### src/rtl/traffic_pkg.sv
// Shared definitions for the traffic-light countdown generator:
// phase encodings and the saturating binary-to-BCD helper used by the display outputs.
package traffic_pkg;

    // Phase encodings as seen on phase_o
    typedef enum logic [2:0] {
        PH_MG    = 3'd0,
        PH_MY    = 3'd1,
        PH_SG    = 3'd2,
        PH_SY    = 3'd3,
        PH_FLASH = 3'd4
    } phase_e;

    // Two-digit BCD conversion, saturating at 99.
    // Input is zero-extended to 32 bits by the caller (countdown widths up to 32).
    // Result layout: {ovf, tens[3:0], ones[3:0]}.
    function automatic logic [8:0] bin2bcd99(input logic [31:0] v);
        logic [6:0] v7;
        logic [3:0] tens;
        logic [3:0] ones;
        logic [8:0] res;
        v7 = v[6:0];
        if (v > 32'd99) begin
            res = {1'b1, 4'd9, 4'd9};
        end else begin
            tens = 4'(v7 / 7'd10);
            ones = 4'(v7 % 7'd10);
            res  = {1'b0, tens, ones};
        end
        return res;
    endfunction

endpackage

### src/rtl/tick_prescaler.sv
// Clock divider producing a one-cycle count tick every CLK_DIV cycles while run is high.
// clr restarts the division from zero; the count freezes (without clearing) while run is low.
module tick_prescaler #(
    parameter int CLK_DIV = 50
) (
    input  logic clk,
    input  logic rst,
    input  logic run,
    input  logic clr,
    output logic tick
);
    localparam int              PW    = (CLK_DIV > 1) ? $clog2(CLK_DIV) : 1;
    localparam logic [PW-1:0]   P_MAX = PW'(CLK_DIV - 1);

    logic [PW-1:0] r_presc;

    // Prescaler counter: clear has priority, otherwise wrap at CLK_DIV-1 while running
    always_ff @(posedge clk) begin
        if (rst) begin
            r_presc <= '0;
        end else if (clr) begin
            r_presc <= '0;
        end else if (run) begin
            r_presc <= (r_presc == P_MAX) ? '0 : (r_presc + PW'(1));
        end else begin
            r_presc <= r_presc;
        end
    end

    // Tick is decoded from the register so it is visible during the last cycle of a period
    assign tick = run & (r_presc == P_MAX);

endmodule

### src/rtl/phase_countdown_gen.sv
// Four-phase traffic-light countdown generator with hold, side-road demand skipping,
// night-flash override and saturating two-digit BCD display outputs.
module phase_countdown_gen
    import traffic_pkg::*;
#(
    parameter int CLK_DIV     = 50,
    parameter int NUM_W       = 8,
    parameter int T_MAIN      = 30,
    parameter int T_MAIN_Y    = 3,
    parameter int T_SIDE      = 15,
    parameter int T_SIDE_Y    = 3,
    parameter int SIDE_DEMAND = 0
) (
    input  logic             clk,
    input  logic             rst,
    input  logic             en,
    input  logic             side_req,
    input  logic             flash_i,
    output logic [NUM_W-1:0] count_o,
    output logic [2:0]       phase_o,
    output logic             tick_o,
    output logic             phase_done,
    output logic             flash_o,
    output logic [3:0]       bcd_tens,
    output logic [3:0]       bcd_ones,
    output logic             bcd_ovf
);
    // Load values: a phase of T ticks counts T-1 down to 0
    localparam logic [NUM_W-1:0] LD_MG = NUM_W'(T_MAIN - 1);
    localparam logic [NUM_W-1:0] LD_MY = NUM_W'(T_MAIN_Y - 1);
    localparam logic [NUM_W-1:0] LD_SG = NUM_W'(T_SIDE - 1);
    localparam logic [NUM_W-1:0] LD_SY = NUM_W'(T_SIDE_Y - 1);

    phase_e           r_phase;
    logic [NUM_W-1:0] r_count;
    logic             r_flash;
    logic             r_req;
    logic             r_phase_done;

    phase_e           w_phase_nxt;
    logic [NUM_W-1:0] w_count_nxt;
    logic             w_flash_nxt;
    logic             w_req_nxt;
    logic             w_run;
    logic             w_clr;
    logic             w_tick;
    logic             w_in_flash;
    logic [8:0]       w_bcd;

    assign w_in_flash = (r_phase == PH_FLASH);
    // Prescaler keeps running in FLASH regardless of en so the lamp keeps blinking
    assign w_run      = en | w_in_flash;
    // Entering or leaving FLASH restarts the tick period from zero
    assign w_clr      = flash_i ^ w_in_flash;

    tick_prescaler #(
        .CLK_DIV (CLK_DIV)
    ) u_presc (
        .clk  (clk),
        .rst  (rst),
        .run  (w_run),
        .clr  (w_clr),
        .tick (w_tick)
    );

    // Next-state logic: flash override first, then normal countdown and phase sequencing
    always_comb begin
        w_phase_nxt = r_phase;
        w_count_nxt = r_count;
        w_flash_nxt = r_flash;
        w_req_nxt   = r_req;
        if (flash_i && !w_in_flash) begin
            w_phase_nxt = PH_FLASH;
            w_count_nxt = '0;
            w_flash_nxt = 1'b0;
        end else if (!flash_i && w_in_flash) begin
            w_phase_nxt = PH_MG;
            w_count_nxt = LD_MG;
            w_flash_nxt = 1'b0;
            w_req_nxt   = 1'b0;
        end else if (w_in_flash) begin
            if (w_tick) begin
                w_flash_nxt = ~r_flash;
            end else begin
                w_flash_nxt = r_flash;
            end
        end else begin
            // Side requests are captured during the main-road phases even while held
            if (side_req && ((r_phase == PH_MG) || (r_phase == PH_MY))) begin
                w_req_nxt = 1'b1;
            end else begin
                w_req_nxt = r_req;
            end
            if (w_tick) begin
                if (r_count != '0) begin
                    w_count_nxt = r_count - NUM_W'(1);
                end else begin
                    case (r_phase)
                        PH_MG: begin
                            // A request arriving in this very cycle is already in w_req_nxt
                            if ((SIDE_DEMAND != 0) && !w_req_nxt) begin
                                w_phase_nxt = PH_MG;
                                w_count_nxt = LD_MG;
                            end else begin
                                w_phase_nxt = PH_MY;
                                w_count_nxt = LD_MY;
                            end
                        end
                        PH_MY: begin
                            w_phase_nxt = PH_SG;
                            w_count_nxt = LD_SG;
                            w_req_nxt   = 1'b0;
                        end
                        PH_SG: begin
                            w_phase_nxt = PH_SY;
                            w_count_nxt = LD_SY;
                        end
                        PH_SY: begin
                            w_phase_nxt = PH_MG;
                            w_count_nxt = LD_MG;
                        end
                        default: begin
                            w_phase_nxt = PH_MG;
                            w_count_nxt = LD_MG;
                        end
                    endcase
                end
            end else begin
                w_count_nxt = r_count;
            end
        end
    end

    // State registers; phase_done marks the first cycle a different phase is visible
    always_ff @(posedge clk) begin
        if (rst) begin
            r_phase      <= PH_MG;
            r_count      <= LD_MG;
            r_flash      <= 1'b0;
            r_req        <= 1'b0;
            r_phase_done <= 1'b0;
        end else begin
            r_phase      <= w_phase_nxt;
            r_count      <= w_count_nxt;
            r_flash      <= w_flash_nxt;
            r_req        <= w_req_nxt;
            r_phase_done <= (w_phase_nxt != r_phase);
        end
    end

    assign w_bcd      = bin2bcd99(32'(r_count));
    assign count_o    = r_count;
    assign phase_o    = r_phase;
    assign tick_o     = w_tick;
    assign phase_done = r_phase_done;
    assign flash_o    = r_flash;
    assign bcd_ovf    = w_bcd[8];
    assign bcd_tens   = w_bcd[7:4];
    assign bcd_ones   = w_bcd[3:0];

endmodule

### config.mk
export PLATFORM = sky130hd
export DESIGN_NAME = phase_countdown_gen
export DESIGN_NICKNAME = d
export VERILOG_FILES = /design/src/rtl/traffic_pkg.sv /design/src/rtl/tick_prescaler.sv /design/src/rtl/phase_countdown_gen.sv
export SDC_FILE = /design/constraint.sdc
export NUM_CORES = 1
export LEC_CHECK = 0
export ABC_AREA = 1
export BUFFER_PORTS_ARGS = -buffer_cell sky130_fd_sc_hd__clkbuf_2
export CORE_MARGIN = 1.5
export CORE_UTILIZATION = 40
export CTS_CLUSTER_DIAMETER = 120
export DETAILED_ROUTE_END_ITERATION = 8
export GPL_TIMING_DRIVEN = 0
export PLACE_DENSITY = 0.6
export SYNTH_ARGS = -nofsm -noshare
export SYNTH_HDL_FRONTEND = slang
export SYNTH_SLANG_ARGS = --single-unit
### constraint.sdc
create_clock -name clk -period 2.1 [get_ports clk]
set_input_delay 0.105 -clock clk [delete_from_list [all_inputs] [get_ports clk]]
set_output_delay 0.105 -clock clk [all_outputs]
set_load 0.05 [all_outputs]
==> metrics, run 1 <==
#FFs+latches synth=19; Slowest-stage cell, CP=dfxtp_4; vias per cell=4.83; die height=64.1 um; H-tree levels=1; Port Buffer Count=26; Clk pwr share=20.9%; Final period util=115%; DRC=0; failing checks=setup timing; critical path capture point type=output pin; row count=22; net switching power=0.499 mW; Die X=64.1 um; Slew @ Worst Pin=0.488 ns; Critical Path Source Type=flop; cells after synthesis=226; clk sinks=19; commonest non-fill, non-tap cell in the layout=nand2_1; CTS Buf Count=3; hold path startpoint=flash_i; kind of critical path=flop to output pin; wirelength, routed=3660 um; CP required=2.00 ns; Global Route Usage Sum=18.3%; most frequent cells in the layout=31 x nand2_1, 25 x buf_4, 23 x nor2_1; Max FO, Critical Path=5; number of antenna repair diodes=0; Seq. cell area=400 sq um; FF-to-FF End=phase_done; synthesized area=1490 sq um; Nets=292; Layout Utilization=58.4%; max_slew headroom=67.2%; TritonRoute pass-1 iters=4; switching share of total power=40.5%; CP top delay family=simple AND/OR/NAND/NOR gates; hold path depth=3; max-cap violations=0; post-synth net total=239; Area growth syn-to-layout=42.2%; Hold EP=count_o[0]; critical path arrival=2.32 ns; sequential area share after synthesis=25.5%; Longest Clk Path Bufs=2; count of cell types in the netlist=37; crit-path cells=inv_4 > nand2_4 > nor2_4 > inv_2 > o211ai_1 > inv_1 > nor2_4 > nand2_4 > nand2_4 > nand2_4 > nand2_4 > inv_2 > ha_4 > inv_2 > nand3_4 > nand3_4 > nand2_4 > a21oi_4 > buf_8; clock skew=0.00345 ns; reg2reg setup slack=0.14 ns; # fillers=378; worst setup margin=-0.323 ns; Via Count=1575; hpwl dp=2600 um; Int Pwr=0.734 mW; post-route ant nets=0; num ports=28; min Tclk post-route=2.42 ns; Worst Reg-to-Reg Cells=12; Met2 Wirelength=1780 um; Comb power frac=47.4%; Multi-input gate area=1110 sq um; fmax=413 MHz; Pleak=0.983 nW; RePlAce Congestion=0.802; vias in the first global route=1451; Final setup violation count=4; Core Area=3630 sq um; Buf/Inv on CP=6; Setup TNS=-1.01 ns; top layer in use=met4; PwrDens=581 nW/um^2; DRT iter0 DRCs=66; layout cell share with drive strength beyond 1=44.2%; WL met3=86 um; status=complete, but fails checks; Hold Path Class=input pin to flop; Crit path top cell by count=nand2_4; clock root cell=clkbuf_8; initial antenna violation count=0; first-pass GRT wire length=6130 um; quantity of hold-fixing buffers added after cts=0; GRT Residual Overflow=0; later-pin clock latency in the skew report=0.26 ns; syn avg cell area=6.60 sq um; largest net degree at the start of global routing=12; WL met1=1720 um; RSZ-0062 raised after global routing=true; YS warnings=0; sequential power share=31.8%; Starting Density=41.1%; WL/cell=11.2 um; Die Area=4110 sq um; slowest stage delay, CP=0.37 ns; Clock Pin Slew Worst Setup and Hold Paths=0.07 ns; Final Hold Fails=0; Max VDD drop=0.314 mV; max-slew violations=0; CTS tree=built; Critical R2R Launch=phase_o[0]
cell type report:
type	instances	area share [%]
plain buffers	3	0.884
multi-input cells	170	52.2
well taps	48	2.83
repair buffers	49	16.6
clock buffers	3	1.95
flip-flops and latches	19	18.9
clock inverters	1	0.236
inverters	33	6.43
worst max path at each step:
stage	start	depth (start not counted)	slack [ns]	to
2_1_floorplan	count_o[6]	20	-0.24	bcd_ones[2]
4_1_cts	count_o[4]	19	-0.35	bcd_ones[2]
3_5_place_dp	count_o[4]	19	-0.40	bcd_ones[2]
3_3_place_gp	count_o[4]	19	-0.38	bcd_ones[2]
5_1_grt	count_o[5]	19	-0.49	bcd_ones[2]
6_report	count_o[5]	19	-0.32	bcd_ones[2]
layer usage:
layer / track usage (%) / up-vias
met5: 0 / -
met4: 6.79 / 0
met3: 1.76 / 7
met2: 32.6 / 24
met1: 22.6 / 692
li1: - / 852
worst reg2reg max path, cell delays in order (launching register included):
cell	delay [ns]
dfxtp_2	0.36
nor2_2	0.14
nand2_1	0.09
buf_4	0.18
ha_2	0.21
nor2_1	0.12
inv_2	0.08
nor2_4	0.13
a21boi_0	0.10
a211oi_1	0.22
nand2_1	0.09
nor2_1	0.09
nor2_1	0.04
logic make-up (layout without fill, tap and decap cells):
family | Yosys count | in the layout | share of synthesized area [%]
compound gates | 44 | 44 | 16.9
flops | 19 | 19 | 25.5
buf+inv | 37 | 89 | 9.81
simple gates | 114 | 114 | 38.7
xor+xnor | 4 | 4 | 2.35
fa+ha+maj | 8 | 8 | 6.71
cell usage after synthesis:
master | instances | area, sq um
nor4_4 | 1 | 21.3
a211oi_1 | 2 | 15.0
nor3_2 | 1 | 10.0
inv_4 | 1 | 6.26
dfxtp_1 | 19 | 380
nor3b_1 | 1 | 7.51
o211ai_1 | 2 | 15.0
a21boi_0 | 1 | 7.51
nand2_4 | 4 | 45.0
nor3_1 | 7 | 35.0
nand3_1 | 10 | 50.1
clkbuf_1 | 2 | 7.51
nand4_1 | 1 | 6.26
o21ai_1 | 4 | 20.0
or2_1 | 1 | 6.26
nor2_1 | 28 | 105
and3_1 | 1 | 6.26
inv_1 | 23 | 86.3
a31oi_1 | 1 | 6.26
nand2_2 | 7 | 43.8
inv_2 | 9 | 33.8
xnor2_1 | 1 | 8.76
nor4_1 | 3 | 18.8
nor2_4 | 1 | 11.3
o21ai_2 | 3 | 26.3
buf_2 | 1 | 5.00
o21bai_1 | 1 | 7.51
nand3_2 | 4 | 40.0
ha_1 | 8 | 100
nand3b_1 | 1 | 7.51
xor2_1 | 3 | 26.3
a21oi_1 | 19 | 95.1
o21ai_0 | 9 | 45.0
nand2_1 | 42 | 158
o21a_1 | 2 | 15.0
buf_4 | 1 | 7.51
nor2_2 | 1 | 6.26
sequential cells by signal, summed over array words and instances (netlist names):
| name | count |
|---|---|
| count_o | 8 |
| phase_done | 1 |
| phase_o | 3 |
| u_presc.r_presc | 6 |
| flash_o | 1 |
per-stage QoR:
stage	std cells	power, mW	area [sq um]	hold slack, ns	setup WS, ns
after floorplan	226	0.760	1570	0.306	-0.236
after global placement	300	0.837	1760	0.470	-0.375
after detailed placement	300	0.840	1760	0.491	-0.403
after CTS	317	1.20	2010	0.230	-0.345
after global routing	326	1.31	2120	0.257	-0.487
final	326	1.23	2120	0.222	-0.323
power by group through the flow:
stage	Combinational (mW)	Clock [mW]	Sequential [mW]
final	0.584	0.257	0.391
after global routing	0.630	0.286	0.394
after CTS	0.546	0.264	0.393
after detailed placement	0.439	0	0.401
after global placement	0.436	0	0.401
after floorplan	0.320	0	0.440
what timing repair did:
item,CTS,global route
buffers inserted,14,9
pin swaps,14,7
resized for setup,27,22
setup endpoints to repair,5,8
No activity file was read; power rests on OpenSTA's default activity.
==> run 2, diff against run 1 <==
--- a/config.mk
+++ b/config.mk
@@ -9,10 +9,10 @@
 export BUFFER_PORTS_ARGS = -buffer_cell sky130_fd_sc_hd__clkbuf_2
 export CORE_MARGIN = 1.5
 export CORE_UTILIZATION = 40
-export CTS_CLUSTER_DIAMETER = 120
 export DETAILED_ROUTE_END_ITERATION = 8
 export GPL_TIMING_DRIVEN = 0
-export PLACE_DENSITY = 0.6
+export PLACE_DENSITY = 0.59
 export SYNTH_ARGS = -nofsm -noshare
 export SYNTH_HDL_FRONTEND = slang
+export SYNTH_HIERARCHICAL = 1
 export SYNTH_SLANG_ARGS = --single-unit
==> run 2 against run 1 <==
Net effect: the flow still finishes with violations (setup timing); first-iteration DRC count grew 35%; hold slack lost 0.046 ns; flip-flop and latch count is the same; clock skew grew 0.0038 ns; setup slack lost 0.37 ns; via count grew 16%; combinational power grew 30%; die area grew 12%; sequential share of layout area shrank 3.2 points; synthesized cell count grew 17%; sequential power is essentially flat; global-route usage grew 1.8 points; critical endpoint unchanged.
==> metrics, run 2 <==
Primary FF master, synth=dfxtp_1 (unchanged); kind of critical path=flop to output pin (unchanged); number of antenna repair diodes=0 (unchanged); post-synth net total=283 (was 239); largest cells by area after synthesis=dfxtp_1 23%, nand2_1 14%, ha_1 9.7% (was dfxtp_1 25%, nand2_1 11%, nor2_1 7.0%); Final period util=133% (was 115%); Final setup violation count=5 (was 4); wirelength, routed=4420 um (was 3660 um); Via Count=1826 (was 1575); hpwl dp=2990 um (was 2600 um); most frequent cells in the layout=47 x nand2_1, 33 x buf_4, 31 x inv_1 (was 31 x nand2_1, 25 x buf_4, 23 x nor2_1); Post-synth EDFFs=0 (unchanged); Core Area=4030 sq um (was 3630 sq um); syn avg cell area=6.33 sq um (was 6.60 sq um); max-cap violations=0 (unchanged); Largest register FFs=8 (unchanged); sequential area share after synthesis=22.7% (was 25.5%); PwrDens=550 nW/um^2 (was 581 nW/um^2); Final Hold Fails=0 (unchanged); clock skew=0.00722 ns (was 0.00345 ns); Post-synth top cells=63 x nand2_1, 41 x inv_1, 35 x nor2_1, 19 x dfxtp_1, 16 x nand3_1 (was 42 x nand2_1, 28 x nor2_1, 23 x inv_1, 19 x a21oi_1, 19 x dfxtp_1); Worst Reg-to-Reg Cells=14 (was 12); CP top delay family=simple AND/OR/NAND/NOR gates (unchanged); commonest non-fill, non-tap cell in the layout=nand2_1 (unchanged); max_slew headroom=70.6% (was 67.2%); Area growth syn-to-layout=52.8% (was 42.2%); Buf/Inv on CP=6 (unchanged); count of cell types in the netlist=36 (was 37); slowest stage delay, CP=0.40 ns (was 0.37 ns); CP required=2.00 ns (about the same); critical path depth=23 (was 19); TritonRoute pass-1 iters=4 (unchanged); CTS Buf Count=3 (unchanged); failing checks=setup timing (unchanged); die height=67.8 um (was 64.1 um); clk sinks=19 (unchanged); Starting Density=41.6% (was 41.1%); min Tclk post-route=2.80 ns (was 2.42 ns); later-pin clock latency in the skew report=0.26 ns (about the same); Placed Area=2030 sq um (was 1760 sq um); initial antenna violation count=0 (unchanged); worst setup margin=-0.698 ns (was -0.323 ns); DRC=0 (unchanged); Yosys top cell by area=dfxtp_1 (unchanged); critical path arrival=2.69 ns (was 2.32 ns); total power draw=1.41 mW (was 1.23 mW); max-slew violations=0 (unchanged); Hold Path Class=input pin to flop (unchanged); clock root cell=clkbuf_8 (unchanged); WL/cell=11.8 um (was 11.2 um); vias in the first global route=1617 (was 1451); first-pass GRT wire length=7070 um (was 6130 um); post-route ant nets=0 (unchanged); RSZ-0062 raised after global routing=true (unchanged); placed cells=341 (was 300); row count=23 (was 22); Layout Utilization=63.6% (was 58.4%); Longest Clk Path Bufs=2 (unchanged); #FFs+latches synth=19 (unchanged); Clock Pin Slew Worst Setup and Hold Paths=0.07 ns (about the same); GRT Residual Overflow=0 (unchanged); Max VDD drop=0.364 mV (was 0.314 mV); status=complete, but fails checks (unchanged); final non-filler cell total=376 (was 326); hold path depth=4 (was 3); most common cell in the synthesized netlist=nand2_1 (unchanged); Slowest-stage cell, CP=dfxtp_4 (unchanged); Nets=345 (was 292); Port Buffer Count=26 (unchanged); reg2reg setup slack=0.06 ns (was 0.14 ns); layout cell share with drive strength beyond 1=46.9% (was 44.2%); synthesized area=1680 sq um (was 1490 sq um); Pleak=1.23 nW (was 0.983 nW); Die X=67.8 um (was 64.1 um); DRT iter0 DRCs=89 (was 66); CTS tree=built (unchanged); Critical Path Source Type=flop (unchanged); largest net degree at the start of global routing=12 (unchanged); post-route design area=2560 sq um (was 2120 sq um); Max FO, Critical Path=5 (unchanged); # fillers=392 (was 378); Global Route Usage Sum=20.1% (was 18.3%); Die Area=4590 sq um (was 4110 sq um); Crit path top cell by count=nand2_4 (unchanged); Slew @ Worst Pin=0.441 ns (was 0.488 ns); share of the synthesized area in the top cell type=22.7% (was 25.5%); critical path capture point type=output pin (unchanged); vias per cell=4.86 (was 4.83); cells after synthesis=265 (was 226); crit-path cells=inv_4 > ha_4 > nand2_4 > inv_4 > nor2_4 > nand2_2 > clkinv_2 > nand2_4 > nand2_4 > nand2_4 > nand3_4 > nand2_4 > nand2_4 > nand2_4 > nand2_2 > inv_2 > ha_4 > nand3b_4 > nand3_4 > nand2_2 > inv_2 > nor2_4 > buf_8 (was inv_4 > nand2_4 > nor2_4 > inv_2 > o211ai_1 > inv_1 > nor2_4 > nand2_4 > nand2_4 > nand2_4 > nand2_4 > inv_2 > ha_4 > inv_2 > nand3_4 > nand3_4 > nand2_4 > a21oi_4 > buf_8); RePlAce Congestion=0.783 (was 0.802); num ports=28 (unchanged); fmax=357 MHz (was 413 MHz); quantity of hold-fixing buffers added after cts=0 (unchanged); fraction of registers with async set/reset=0% (unchanged); YS warnings=6 (was 0); H-tree levels=1 (unchanged)
[run 2: worst paths after layout]
path              startpoint            endpoint
setup / recovery  count_o[4]         bcd_ones[2]
hold / removal           rst  u_presc/r_presc[1]
hold reg to reg      flash_o             flash_o
setup reg to reg  phase_o[1]          phase_done
[run 2: logic make-up after synthesis]
| kind of cell | count (synthesis) | share of synthesized area, % |
|---|---|---|
| AO/OA/AOI/OAI | 30 | 11.2 |
| XOR/XNOR | 5 | 2.61 |
| adder cells (fa/ha/maj) | 13 | 9.69 |
| buffers and inverters | 51 | 12.0 |
| flip-flops | 19 | 22.7 |
| AND/OR/NAND/NOR | 147 | 41.8 |
[run 2: report_power, final]
part / internal [mW] / leakage (nW) / total, mW / switching (mW)
Sequential: 0.372 / 0.159 / 0.394 / 0.0217
Clock: 0.132 / 0.0255 / 0.257 / 0.125
Combinational: 0.318 / 1.04 / 0.760 / 0.442
[run 2: what timing repair did]
action | in CTS | in global routing
pin swaps | 12 | 20
cloned | 0 | 0
endpoints found under the setup margin | 9 | 12
endpoints found under the hold margin | 0 | 0
resized for setup | 26 | 45
setup buffers | 18 | 13
[run 2: tightest hold or removal path: stages]
cell	delay (ns)
clkbuf_2	0.08
nor2_1	0.04
nand2_2	0.12
nor2_1	0.05
[run 2: layout make-up]
class / instances / area, sq um / share of cell area, %
tap: 50 / 62.6 / 2.44
multi-input combinational: 195 / 1390 / 54.3
sequential: 19 / 402 / 15.7
clock inverter: 1 / 5.00 / 0.195
clock buffer: 3 / 41.3 / 1.61
inverter: 49 / 213 / 8.30
buffer: 2 / 11.3 / 0.439
timing repair buffer: 57 / 437 / 17.0
[run 2: routing by layer]
layer  vias to the layer above  wire length (um)  global-route usage (%)  part of all wire [%]
met1                       825              2030                    25.4                    46
met5                         -                 0                       0                     0
li1                        960                 -                       -                     -
met2                        34              2210                    35.7                    50
met4                         0                68                    6.12                   1.5
met3                         7               112                    1.83                   2.5
[run 2: metrics by stage]
| step | hold slack (ns) | setup TNS, ns | setup slack, ns |
|---|---|---|---|
| after floorplan | 0.313 | -2.56 | -0.504 |
| after global placement | 0.461 | -2.37 | -0.649 |
| after detailed placement | 0.463 | -2.60 | -0.693 |
| after CTS | 0.182 | -3.05 | -0.745 |
| after global routing | 0.214 | -3.68 | -0.843 |
| final | 0.177 | -2.88 | -0.698 |
